[config.mk]
export PLATFORM = sky130hd
export DESIGN_NAME = kmkz_div_arbiter
export DESIGN_NICKNAME = d
export VERILOG_FILES = /design/src/rtl/kmkz_div_arbiter_pkg.sv /design/src/rtl/kmkz_rr_arbiter2.sv /design/src/rtl/kmkz_div_arbiter.sv
export SDC_FILE = /design/constraint.sdc
export NUM_CORES = 1
export LEC_CHECK = 0
export CORE_ASPECT_RATIO = 1.75
export CORE_UTILIZATION = 45
export DETAILED_ROUTE_END_ITERATION = 12
export PLACE_DENSITY = 0.78
export SLEW_MARGIN = 20
export SYNTH_ARGS = -nofsm -noshare
export SYNTH_HDL_FRONTEND = slang
export SYNTH_SLANG_ARGS = --single-unit
[constraint.sdc]
create_clock -name clk_i -period 2.37 [get_ports clk_i]
set_input_delay 0.474 -clock clk_i [delete_from_list [all_inputs] [get_ports clk_i]]
set_output_delay 0.474 -clock clk_i [all_outputs]
set_load 0.01 [all_outputs]
[src/rtl/kmkz_div_arbiter_pkg.sv]
// Shared definitions for the KMKZ divider front-end: operation codes,
// cache record layout and small decode helpers.
package kmkz_div_arbiter_pkg;

    // Divide/remainder operation codes shared with the issuing pipelines.
    localparam logic [2:0] FUNC_DIV  = 3'b100;
    localparam logic [2:0] FUNC_DIVU = 3'b101;
    localparam logic [2:0] FUNC_REM  = 3'b110;
    localparam logic [2:0] FUNC_REMU = 3'b111;

    localparam logic [31:0] INT_MIN = 32'h8000_0000;
    localparam logic [31:0] ALL_ONE = 32'hFFFF_FFFF;

    // Last divider result, reused when the same operands come back.
    typedef struct packed {
        logic        valid;
        logic        sgn;
        logic [31:0] rs1;
        logic [31:0] rs2;
        logic [31:0] q;
        logic [31:0] r;
    } div_cache_t;

    function automatic logic func_is_signed(input logic [2:0] fun);
        return (fun == FUNC_DIV) || (fun == FUNC_REM);
    endfunction

    function automatic logic func_is_rem(input logic [2:0] fun);
        return (fun == FUNC_REM) || (fun == FUNC_REMU);
    endfunction

endpackage

[src/rtl/kmkz_rr_arbiter2.sv]
// Two-way round-robin arbiter. The pointer names the requester that wins a
// tie; after every accepted grant it moves to the requester that lost.
module kmkz_rr_arbiter2
    import kmkz_div_arbiter_pkg::*;
(
    input  logic       clk_i,
    input  logic       rst_i,
    input  logic [1:0] req_i,
    input  logic       advance_i,
    output logic [1:0] grant_o
);

    logic ptr_q;
    logic ptr_d;

    // Grant selection and pointer update.
    always_comb begin
        // NOTE: every signal written here gets a default first, so no path leaves it unassigned and no latch is inferred.
        grant_o = 2'b00;
        if (!ptr_q) begin
            if (req_i[0])      grant_o = 2'b01;
            else if (req_i[1]) grant_o = 2'b10;
        end else begin
            if (req_i[1])      grant_o = 2'b10;
            else if (req_i[0]) grant_o = 2'b01;
        end
        ptr_d = ptr_q;
        if (advance_i && (grant_o != 2'b00)) begin
            ptr_d = grant_o[0];
        end
    end

    // Pointer register, requester 0 favoured out of reset.
    always_ff @(posedge clk_i) begin
        // NOTE: state is updated with non-blocking assignments so every flop samples pre-edge values.
        if (rst_i) ptr_q <= 1'b0;
        else       ptr_q <= ptr_d;
    end

endmodule

[src/rtl/kmkz_div_arbiter.sv]
// Shares one iterative divider between two requesters. Trivial cases
// (zero divisor, signed overflow, repeat of the last operands) are answered
// locally without starting the divider.
module kmkz_div_arbiter
    import kmkz_div_arbiter_pkg::*;
#(
    parameter bit CACHE_EN = 1'b1
) (
    input  logic        clk_i,
    input  logic        rst_i,
    input  logic        req0_valid_i,
    output logic        req0_ready_o,
    input  logic [2:0]  req0_fun_i,
    input  logic [31:0] req0_rs1_i,
    input  logic [31:0] req0_rs2_i,
    input  logic        req0_kill_i,
    input  logic        req1_valid_i,
    output logic        req1_ready_o,
    input  logic [2:0]  req1_fun_i,
    input  logic [31:0] req1_rs1_i,
    input  logic [31:0] req1_rs2_i,
    input  logic        req1_kill_i,
    output logic        resp0_valid_o,
    output logic [31:0] resp0_data_o,
    input  logic        resp0_ready_i,
    output logic        resp1_valid_o,
    output logic [31:0] resp1_data_o,
    input  logic        resp1_ready_i,
    output logic        div_start_o,
    output logic        div_signed_o,
    output logic [31:0] div_rs1_o,
    output logic [31:0] div_rs2_o,
    input  logic        div_done_i,
    input  logic [31:0] div_q_i,
    input  logic [31:0] div_r_i
);

    typedef enum logic [2:0] {
        S_IDLE  = 3'd0,
        S_CHECK = 3'd1,
        S_ISSUE = 3'd2,
        S_WAIT  = 3'd3,
        S_RESP  = 3'd4
    } state_e;

    state_e      state_q, state_d;
    logic        owner_q, owner_d;
    logic [2:0]  fun_q, fun_d;
    logic [31:0] rs1_q, rs1_d;
    logic [31:0] rs2_q, rs2_d;
    logic        killed_q, killed_d;
    div_cache_t  cache_q, cache_d;
    logic        div_start_q, div_start_d;
    logic        div_signed_q, div_signed_d;
    logic [31:0] div_rs1_q, div_rs1_d;
    logic [31:0] div_rs2_q, div_rs2_d;
    logic [1:0]  resp_valid_q, resp_valid_d;
    logic [31:0] resp_data_q, resp_data_d;

    logic        idle;
    logic [1:0]  arb_req;
    logic [1:0]  grant;
    logic        advance;
    logic        own_kill;
    logic        own_resp_ready;
    logic        cache_hit;
    logic        load_resp;
    logic [31:0] res_q;
    logic [31:0] res_r;

    assign idle           = (state_q == S_IDLE);
    // A requester asserting kill cannot be accepted in the same cycle.
    assign arb_req        = {req1_valid_i && !req1_kill_i, req0_valid_i && !req0_kill_i};
    assign own_kill       = owner_q ? req1_kill_i : req0_kill_i;
    assign own_resp_ready = owner_q ? resp1_ready_i : resp0_ready_i;
    assign cache_hit      = CACHE_EN && cache_q.valid && (cache_q.rs1 == rs1_q) &&
                            (cache_q.rs2 == rs2_q) && (cache_q.sgn == func_is_signed(fun_q));

    kmkz_rr_arbiter2 u_rr (
        .clk_i     (clk_i),
        .rst_i     (rst_i),
        .req_i     (arb_req),
        .advance_i (advance),
        .grant_o   (grant)
    );

    assign req0_ready_o  = idle && !rst_i && grant[0];
    assign req1_ready_o  = idle && !rst_i && grant[1];
    assign resp0_valid_o = resp_valid_q[0];
    assign resp1_valid_o = resp_valid_q[1];
    assign resp0_data_o  = resp_valid_q[0] ? resp_data_q : 32'h0;
    assign resp1_data_o  = resp_valid_q[1] ? resp_data_q : 32'h0;
    // A kill arriving while the start pulse is up cancels the pulse.
    assign div_start_o   = div_start_q && !own_kill;
    assign div_signed_o  = div_signed_q;
    assign div_rs1_o     = div_rs1_q;
    assign div_rs2_o     = div_rs2_q;

    // Next-state and next-output computation for the request sequencer.
    always_comb begin
        state_d      = state_q;
        owner_d      = owner_q;
        fun_d        = fun_q;
        rs1_d        = rs1_q;
        rs2_d        = rs2_q;
        killed_d     = killed_q;
        cache_d      = cache_q;
        div_start_d  = 1'b0;
        div_signed_d = div_signed_q;
        div_rs1_d    = div_rs1_q;
        div_rs2_d    = div_rs2_q;
        resp_valid_d = resp_valid_q;
        resp_data_d  = resp_data_q;
        advance      = 1'b0;
        load_resp    = 1'b0;
        res_q        = 32'h0;
        res_r        = 32'h0;

        unique case (state_q)
            S_IDLE: begin
                if (grant != 2'b00) begin
                    advance  = 1'b1;
                    owner_d  = grant[1];
                    fun_d    = grant[1] ? req1_fun_i : req0_fun_i;
                    rs1_d    = grant[1] ? req1_rs1_i : req0_rs1_i;
                    rs2_d    = grant[1] ? req1_rs2_i : req0_rs2_i;
                    killed_d = 1'b0;
                    state_d  = S_CHECK;
                end
            end
            S_CHECK: begin
                if (own_kill) begin
                    state_d = S_IDLE;
                end else if (rs2_q == 32'h0) begin
                    load_resp = 1'b1;
                    res_q     = ALL_ONE;
                    res_r     = rs1_q;
                end else if (func_is_signed(fun_q) && (rs1_q == INT_MIN) && (rs2_q == ALL_ONE)) begin
                    load_resp = 1'b1;
                    res_q     = INT_MIN;
                    res_r     = 32'h0;
                end else if (cache_hit) begin
                    load_resp = 1'b1;
                    res_q     = cache_q.q;
                    res_r     = cache_q.r;
                end else begin
                    div_start_d  = 1'b1;
                    div_signed_d = func_is_signed(fun_q);
                    div_rs1_d    = rs1_q;
                    div_rs2_d    = rs2_q;
                    state_d      = S_ISSUE;
                end
            end
            S_ISSUE: begin
                state_d = own_kill ? S_IDLE : S_WAIT;
            end
            S_WAIT: begin
                if (own_kill) killed_d = 1'b1;
                if (div_done_i) begin
                    cache_d.valid = 1'b1;
                    cache_d.sgn   = div_signed_q;
                    cache_d.rs1   = div_rs1_q;
                    cache_d.rs2   = div_rs2_q;
                    cache_d.q     = div_q_i;
                    cache_d.r     = div_r_i;
                    if (killed_q || own_kill) begin
                        state_d = S_IDLE;
                    end else begin
                        load_resp = 1'b1;
                        res_q     = div_q_i;
                        res_r     = div_r_i;
                    end
                end
            end
            S_RESP: begin
                if (own_kill || own_resp_ready) begin
                    resp_valid_d = 2'b00;
                    resp_data_d  = 32'h0;
                    state_d      = S_IDLE;
                end
            end
            default: state_d = S_IDLE;
        endcase

        if (load_resp) begin
            state_d               = S_RESP;
            resp_valid_d          = 2'b00;
            resp_valid_d[owner_q] = 1'b1;
            resp_data_d           = func_is_rem(fun_q) ? res_r : res_q;
        end
    end

    // Sequencer, operand, cache and output registers.
    always_ff @(posedge clk_i) begin
        if (rst_i) begin
            state_q      <= S_IDLE;
            owner_q      <= 1'b0;
            fun_q        <= 3'b000;
            rs1_q        <= 32'h0;
            rs2_q        <= 32'h0;
            killed_q     <= 1'b0;
            cache_q      <= '0;
            div_start_q  <= 1'b0;
            div_signed_q <= 1'b0;
            div_rs1_q    <= 32'h0;
            div_rs2_q    <= 32'h0;
            resp_valid_q <= 2'b00;
            resp_data_q  <= 32'h0;
        end else begin
            state_q      <= state_d;
            owner_q      <= owner_d;
            fun_q        <= fun_d;
            rs1_q        <= rs1_d;
            rs2_q        <= rs2_d;
            killed_q     <= killed_d;
            cache_q      <= cache_d;
            div_start_q  <= div_start_d;
            div_signed_q <= div_signed_d;
            div_rs1_q    <= div_rs1_d;
            div_rs2_q    <= div_rs2_d;
            resp_valid_q <= resp_valid_d;
            resp_data_q  <= resp_data_d;
        end
    end

endmodule

* After elaboration in Yosys (flattened, before gate mapping)
Cells that the tools add are included.
** Word-level totals
- Word-level logic and storage cells :: 149
- Bits of input ports :: 207
- Output and inout bits :: 134
- Register bits after elaboration :: 303
** Operators by class
- Bitwise gates (word level) :: 5
- Order comparisons :: 2
- Multiplexer cells :: 59
- Reduce and logical (&&, ||, !) cells :: 36
- Eq/ne operators :: 27
** Operator list (count)
- 32-bit 2-to-1 mux :: 20
- 32-bit case mux with 2 select lines :: 2
- 32-bit == test :: 2
- 32-bit == test, second input constant :: 2
- 32-bit logical NOT :: 1
- 3-bit 2-to-1 mux :: 10
- 3-bit != test, second input constant :: 6
- 2-bit 2-to-1 mux :: 8
- 1-bit 2-to-1 mux :: 15
- 3-bit case mux with 5 select lines :: 1
- 7-bit AND reduction :: 2
- 1-bit logical AND :: 13
- 3-bit == test, second input constant :: 4
- 4-bit != test, second input constant :: 3
- 2-bit != test, second input constant :: 4
- 2-bit nonzero test :: 4
- 3-bit by 2-bit == test with 1-bit output, second input constant :: 2
- 2-bit AND reduction :: 3
- 1-bit NOT :: 5
- 5-bit AND reduction :: 1
- 5-bit OR reduction :: 1
- 1-bit logical NOT :: 4
- 1-bit logical OR :: 4
- 1-bit case mux with 2 select lines :: 2
- 10 further kinds :: 10

* Logic depth before layout (Yosys ltp)
Gate-level depths: netlist of the first run.
- Depth after elaboration :: 11
- Depth in mapped cells :: 10
- Depth with buffers taken out :: 7

* Hierarchy
Synthesis of the first run repeated with hierarchy kept, for this count alone.
** Unflattened totals
- Cells, all modules :: 1700
- Area, all modules :: 13863.3 um^2
** By module, submodules not included
- kmkz_div_arbiter :: instances 1, area each 13798.2 um^2, cells an instance 1693, seq. area each 6045.8 um^2
- kmkz_rr_arbiter2 :: instances 1, area each 65.1 um^2, cells an instance 7, seq. area each 20.0 um^2

* Worst setup path before layout of the first run
OpenSTA, ideal clock, no wires.
- Kind :: in2out
- Start point :: input port req0_kill_i
- End point :: output port req1_ready_o
- Data required time :: 1.896 ns
- Arrival time :: 1.958 ns
- Path slack :: -0.062 ns
- Stages on the path :: 7
- Path buffers :: 3
- Path through :: inv_1 -> nand2_1 -> o21ai_0 -> clkbuf_1 -> buf_1 -> buf_1 -> nor2_1
** On the way
- Word-level cells in the longest chain between the ends :: 5
** Ends and longest elaborated chain
- start, declared :: line kmkz_div_arbiter.sv:16 : input logic req0_kill_i,
- 1-bit logical NOT :: line kmkz_div_arbiter.sv:73 : assign arb_req = {req1_valid_i && !req1_kill_i, req0_valid_i && !req0_kill_i};
- 1-bit logical AND :: line kmkz_div_arbiter.sv:73
- 2-bit 2-to-1 mux :: line kmkz_rr_arbiter2.sv:21 : if (req_i[0]) grant_o = 2'b01;
- 2-bit 2-to-1 mux :: line kmkz_rr_arbiter2.sv:20 : if (!ptr_q) begin
- 1-bit logical AND :: line kmkz_div_arbiter.sv:88 : assign req1_ready_o = idle && !rst_i && grant[1];
- end, declared :: line kmkz_div_arbiter.sv:18 : output logic req1_ready_o,
No other way between the ends.

* Worst setup path in the final report of the first run
- Start point :: register rs2_q[1]
- End point :: register resp_data_q[14]
** On the way
- Word-level cells in the longest chain between the ends :: 10
- Elaborated cells between the ends (all ways) :: 26
- Classes of those cells :: eq/ne (2); mux (17); reduce/logical (7)
** Ends and longest elaborated chain
- start, declared :: line kmkz_div_arbiter.sv:50 : logic [31:0] rs2_q, rs2_d;
- start signal, assigned :: line kmkz_div_arbiter.sv:214 : rs2_q <= rs2_d;
- 32-bit == test :: line kmkz_div_arbiter.sv:77 : (cache_q.rs2 == rs2_q) && (cache_q.sgn == func_is_signed(fun_q));
- 1-bit logical AND :: line kmkz_div_arbiter.sv:76 : assign cache_hit = CACHE_EN && cache_q.valid && (cache_q.rs1 == rs1_q) &&
- 1-bit logical AND :: line kmkz_div_arbiter.sv:77
- 32-bit 2-to-1 mux or 1-bit 2-to-1 mux (tied branches) :: line kmkz_div_arbiter.sv:142 : end else if (cache_hit) begin
- 32-bit 2-to-1 mux or 1-bit 2-to-1 mux (tied branches) :: line kmkz_div_arbiter.sv:138 : end else if (func_is_signed(fun_q) && (rs1_q == INT_MIN) && (rs2_q == ALL_ONE)) begin
- 32-bit 2-to-1 mux or 1-bit 2-to-1 mux (tied branches) :: line kmkz_div_arbiter.sv:134 : end else if (rs2_q == 32'h0) begin
- 32-bit 2-to-1 mux or 1-bit 2-to-1 mux (tied branches) :: line kmkz_div_arbiter.sv:132 : if (own_kill) begin
- 32-bit case mux with 2 select lines or 1-bit case mux with 2 select lines (tied branches) :: line kmkz_div_arbiter.sv:119 : unique case (state_q)
- 32-bit 2-to-1 mux or 2-bit nonzero test (tied branches)
- 32-bit 2-to-1 mux or 2-bit AND reduction (tied branches)
- end signal, assigned :: line kmkz_div_arbiter.sv:222 : resp_data_q <= resp_data_d;
- end, declared :: line kmkz_div_arbiter.sv:58 : logic [31:0] resp_data_q, resp_data_d;
Parallel ways exist; a longest one is shown, timed or not.
A chain may end at the register's enable or synchronous reset.

==> reports/qor.yml, run 1 <==
status:
  outcome: "complete, but fails checks"
  violations: "negative setup slack"
logic_synthesis:
  syn_avg_cell_area_um2: 8.00
  syn_nets: 1943
  synth_area_leaders: "dfxtp_1 44%, nand2_1 9.3%, a21oi_1 8.3%"
  synth_top_area_share_pct: 43.7
  synth_ff_type: "dfxtp_1"
  ys_async_sr_fraction_pct: 0
  ys_ff_latch: 303
  yosys.area.top_type: "dfxtp_1"
  synthCells: 1736
  ys_warn_count: 0
  syn_area_mm2: 0.0139
  synth_cell_types: 50
  ys_seq_area_share_pct: 43.7
  synth-edff-count: 0
critical_path:
  worstPathArrival_ps: 3120
  ff2ff_path_depth: 9
  r2r-start: "rs2_q[1]$_SDFFE_PP0P_"
  crit_chain: "nand2b_4 > nand4_1 > or4_4 > or4b_4 > o21a_4 > o211ai_4 > buf_12 > buf_12 > o32ai_1"
  cp_max_fo: 7
  reg2reg_to: "resp_data_q[14]$_SDFFE_PP0P_"
  cp_common_cell: "buf_12"
  rrSetupSlack_ps: -330
  slowest_stage: "or4_4"
  crit_cells: 9
  worstSetupPathType: "flip-flop to flip-flop"
  crit_family: "simple AND/OR/NAND/NOR gates"
  critPathLaunchType: "flip-flop"
  crit_buf_inv: 2
  crit_required_ps: 2790
  critPathMaxStageDelay_ps: 550
  cp-end-kind: "flip-flop"
placement:
  dpl.hpwl_um: 39500
  io_buffers: 340
  gp_congestion: 0.983
  place_inst: 2503
  place_area_mm2: 0.0189
die:
  die_h_um: 234
  die_area_mm2: 0.0316
  die_w_um: 135
  start_util_pct: 46.1
  core.rowCount: 84
  ioPinCount: 341
  fp.coreArea_mm2: 0.0302
cts:
  cts_tree: "yes"
  root_buffer: "clkbuf_16"
  insertion_delay_ps: 560
  clk_pin_slew_ps: 70
  cts_hold_buf: 0
  cts_made_buffers: 27
  clock-sinks: 303
  h-tree-depth: 1
  cts_max_path_buffers: 3
routing:
  vias: 15600
  drtIter0Drc: 1324
  vias_per_cell: 6.04
  wl_um: 59800
  wire_per_inst_um: 23.1
  dr.pass1.iters: 8
  post-route-drc-count: 0
  ant_nets: 0
global_route:
  antenna_found_initial: 0
  grt_pass1_vias: 15400
  track_usage_pct: 35.3
  overflow: 0
  grt_pass1_wl_um: 85600
  grt_max_degree: 78
layout:
  final_cells: 2587
  design_area_mm2: 0.0215
  multiInputGateArea_mm2: 0.00803
  syn2layout_area_growth_pct: 54.9
  fill_cells: 2194
  seq_area_mm2: 0.00609
  nets: 2388
  drive_above_1_share_pct: 19.1
  final_util_pct: 71.4
  antenna_cells: 0
  final_common_cell: "nand2_1"
  final_cell_mix: "345 x nand2_1, 335 x clkdlybuf4s50_1, 289 x dfxtp_1"
sta:
  layout_setup_ws_ps: -333
  relSlewSlack_pct: 41.9
  period_needed_ps: 2700
  drv_slew: 0
  holdWs_ps: 234
  hold_viol: 0
  finalClockSkew_ps: 26.4
  fin_crit_sh_pct: 114
  rsz0062_at_grt: "yes"
  setup_viol_count_final: 103
  max_freq_ghz: 0.370
  tightest_slew_ps: 872
  tns_ps: -23360
min_path:
  worstHoldPathCells: 4
  min-delay-start: "rst_i"
  min_to: "state_q[1]$_SDFFE_PP0P_"
  min_path_type: "primary input to flip-flop"
run:
  drv_cap: 0
pwr:
  comb_power_share_pct: 17.0
  switching_share_pct: 25.6
  p_leak_nw: 7.92
  power_frac_clock_pct: 41.1
  ir_drop_uv: 520
  p_sw_mw: 3.30
  power.density_mw_per_mm2: 598
  p_seq_share_pct: 41.9
  p_int_mw: 9.57
==> flip-flops by register name, summed over array words and instances (netlist names) <==
signal	flops
resp_valid_q	2
u_rr.ptr_q	1
div_signed_o	1
div_rs2_o	32
cache_q	130
div_start_q	1
rs1_q	32
resp_data_q	32
div_rs1_o	32
killed_q	1
owner_q	1
fun_q	3
state_q	3
rs2_q	32
==> cell type report <==
cell class,count,area share [%]
Sequential cell,303,28.3
Multi-Input combinational cell,1254,37.3
Clock inverter,13,1.38
Inverter,38,0.663
Clock buffer,35,3.56
Timing Repair Buffer,557,26.5
Tap cell,387,2.25
==> how the worst max path moves through the flow <==
stage | start | to | slack, ps
after CTS | rs1_q[19]$_SDFFE_PP0P_ | resp_data_q[12]$_SDFFE_PP0P_ | -290
after floorplan | rs2_q[24]$_SDFFE_PP0P_ | div_rs1_o[0]$_SDFFE_PP0P_ | 20
after detailed placement | rs2_q[1]$_SDFFE_PP0P_ | resp_data_q[10]$_SDFFE_PP0P_ | -630
final | rs2_q[1]$_SDFFE_PP0P_ | resp_data_q[14]$_SDFFE_PP0P_ | -330
after global routing | rs2_q[1]$_SDFFE_PP0P_ | resp_data_q[17]$_SDFFE_PP0P_ | -380
after global placement | rs1_q[19]$_SDFFE_PP0P_ | resp_data_q[10]$_SDFFE_PP0P_ | -540
==> cells by family after synthesis <==
group           synth area share (%)
buf+inv                         5.21
mux                             5.04
simple gates                    23.1
flops                           43.7
compound gates                  20.6
xor+xnor                        2.40
==> power by group through the flow <==
stage / Combinational (mW) / Sequential [mW] / Clock, mW
after floorplan: 0.717 / 5.48 / 0
after global placement: 1.87 / 5.48 / 0
after detailed placement: 1.89 / 5.48 / 0
after CTS: 2.05 / 5.38 / 5.29
after global routing: 2.29 / 5.40 / 5.51
final: 2.19 / 5.39 / 5.28
==> timing repair <==
action                                 4_1_cts  5_1_grt
setup buffers                               15        7
setup endpoints to repair                  166      147
endpoints found under the hold margin        0        0
pin swaps                                   50       40
gates cloned                                 9       11
resized for setup                          131      102
==> tightest hold or removal path: stages <==
cell and delay, ps:
buf_6 70, nor2_1 40, o211ai_1 100, nor3_1 50
==> cell usage after synthesis (all sizes together) (25+ instances only) <==
library cell	instances
clkbuf	115
buf	26
mux2i	70
nand4	42
o32ai	32
dfxtp	303
a221o	32
and2	64
nor4	32
a21oi	231
nand3	76
a221oi	31
o21ai	138
xnor2	25
nand2b	57
inv	38
nand2	346
==> routing by layer <==
metal	part of all wire, %	wire [um]	track usage, %
met1	33	19700	36.0
met2	51	30600	64.9
met3	6.6	3970	4.57
met4	9.2	5490	26.9
met5	0	0	0
==> stage by stage <==
stage	power, mW	setup WS (ps)
after floorplan	6.20	17.1
after global placement	7.35	-537
after detailed placement	7.37	-625
after CTS	12.7	-294
after global routing	13.2	-378
final	12.9	-333
Note: power is estimated with default switching activity, not from simulation.
==> run 2: changes to the inputs <==
CORE_MARGIN = 10   (was not set)
==> run 2 against run 1 <==
Effect of this change:
- the flow still finishes with violations (negative setup slack)
- combinational power shrank 5%
- final area shrank 1.9%
- die area grew 22%
- clock skew shrank 9.7 ps
- wire length grew 1.5%
- critical endpoint is now resp_data_q[31]$_SDFFE_PP0P_
- largest cell class unchanged
==> reports/qor.yml, run 2 (same netlist as run 1, synthesis figures left out) <==
sta:
  fin_crit_sh_pct: 115
  layout_setup_ws_ps: -362
  drv_slew: 0
  tightest_slew_ps: 1000
  relSlewSlack_pct: 33.2
  finalClockSkew_ps: 16.7
  max_freq_ghz: 0.366
  holdWs_ps: 243
  tns_ps: -29980
  rsz0062_at_grt: "yes"
  hold_viol: 0
  period_needed_ps: 2730
  setup_viol_count_final: 103
run:
  drv_cap: 0
layout:
  final_common_cell: "nand2_1"
  syn2layout_area_growth_pct: 52.0
  nets: 2382
  fill_cells: 2397
  final_util_pct: 69.0
  top_register: "cache_q"
  largest_reg_flops: 130
  drive_above_1_share_pct: 17.3
  final_cell_mix: "346 x nand2_1, 334 x clkdlybuf4s50_1, 291 x dfxtp_1"
  seq_area_mm2: 0.00609
  multiInputGateArea_mm2: 0.00787
routing:
  drtIter0Drc: 1218
  dr.pass1.iters: 6
  post-route-drc-count: 0
  ant_nets: 0
  vias: 15400
  vias_per_cell: 5.96
  wl_um: 60700
  wire_per_inst_um: 23.4
global_route:
  grt_pass1_vias: 15300
  overflow: 0
  antenna_found_initial: 2
  grt_pass1_wl_um: 88000
  grt_max_degree: 204
  track_usage_pct: 28.2
placement:
  io_buffers: 340
  dpl.hpwl_um: 42100
  gp_congestion: 0.969
die:
  die_h_um: 252
  die_w_um: 153
  core.rowCount: 85
  ioPinCount: 341
  die_area_mm2: 0.0386
  start_util_pct: 45.4
  fp.coreArea_mm2: 0.0306
cts:
  h-tree-depth: 1
  root_buffer: "clkbuf_16"
  insertion_delay_ps: 580
  clock-sinks: 303
  clk_pin_slew_ps: 70
  cts_max_path_buffers: 3
  cts_made_buffers: 28
  cts_tree: "yes"
  cts_hold_buf: 0
critical_path:
  crit_buf_inv: 3
  cp_max_fo: 8
  slowest_stage: "or4b_4"
  crit_chain: "buf_4 > xor2_1 > nor4_2 > nand4_1 > or4b_4 > o21a_4 > o211ai_4 > buf_6 > clkbuf_16 > o32ai_2"
  cp-end-kind: "flip-flop"
  critPathMaxStageDelay_ps: 590
  critPathLaunchType: "flip-flop"
  worstPathArrival_ps: 3180
  worstSetupPathType: "flip-flop to flip-flop"
  crit_required_ps: 2820
  crit_family: "simple AND/OR/NAND/NOR gates"
status:
  outcome: "complete, but fails checks"
  violations: "negative setup slack"
pwr:
  ir_drop_uv: 525
  power.density_mw_per_mm2: 588
  p_leak_nw: 7.81
min_path:
  min_path_type: "primary input to flip-flop"
==> run 2: worst paths after layout <==
kind                               from                      endpoint  slack, ps  depth (start not counted)
max              rs1_q[19]$_SDFFE_PP0P_  resp_data_q[31]$_SDFFE_PP0P_       -360                         10
min                               rst_i       state_q[1]$_SDFFE_PP0P_        240                          4
max reg2reg      rs1_q[19]$_SDFFE_PP0P_  resp_data_q[31]$_SDFFE_PP0P_       -360                         10
min reg2reg  div_rs2_o[10]$_SDFFE_PP0P_      cache_q[74]$_SDFFE_PP0P_        460                          2
==> run 2: worst reg2reg max path, cell delays in order (launching register included) <==
cell,delay [ps]
dfxtp_1,380
buf_4,180
xor2_1,150
nor4_2,200
nand4_1,200
or4b_4,590
o21a_4,250
o211ai_4,260
buf_6,150
clkbuf_16,160
o32ai_2,90
==> run 2: layer usage <==
| layer | global-route usage [%] | part of all wire [%] |
|---|---|---|
| met4 | 20.9 | 8.1 |
| met1 | 28.6 | 34 |
| met5 | 0 | 0 |
| met3 | 4.31 | 6.7 |
| met2 | 51.2 | 51 |
==> run 2: final cells by class <==
class	instances	area share [%]
Multi-Input combinational cell	1254	37.3
Tap cell	391	2.32
Clock inverter	20	1.15
Sequential cell	303	28.8
Antenna cell	2	0.0237
Clock buffer	32	3.63
Timing Repair Buffer	550	26.1
Inverter	38	0.675
==> run 2: timing repair <==
action                     CTS  global route
resized for setup           63            90
buffers inserted             8             8
setup endpoints to repair  167           107
pin swaps                   13            42
cloned                       2             8
==> run 2: power by group <==
group | total, mW | internal (mW) | leakage, nW | switching, mW
registers | 5.38 | 5.23 | 2.46 | 0.147
logic | 2.07 | 1.02 | 4.86 | 1.05
clock network | 4.99 | 2.88 | 0.494 | 2.11
==> run 2: stage by stage <==
| step | std cells | cell area, um^2 | power (mW) | setup WS (ps) |
|---|---|---|---|---|
| after floorplan | 1736 | 13900 | 6.20 | 17.1 |
| after global placement | 2513 | 19100 | 7.35 | -473 |
| after detailed placement | 2513 | 19100 | 7.37 | -566 |
| after CTS | 2575 | 20400 | 12.3 | -331 |
| after global routing | 2590 | 21100 | 12.7 | -389 |
| final | 2590 | 21100 | 12.4 | -362 |
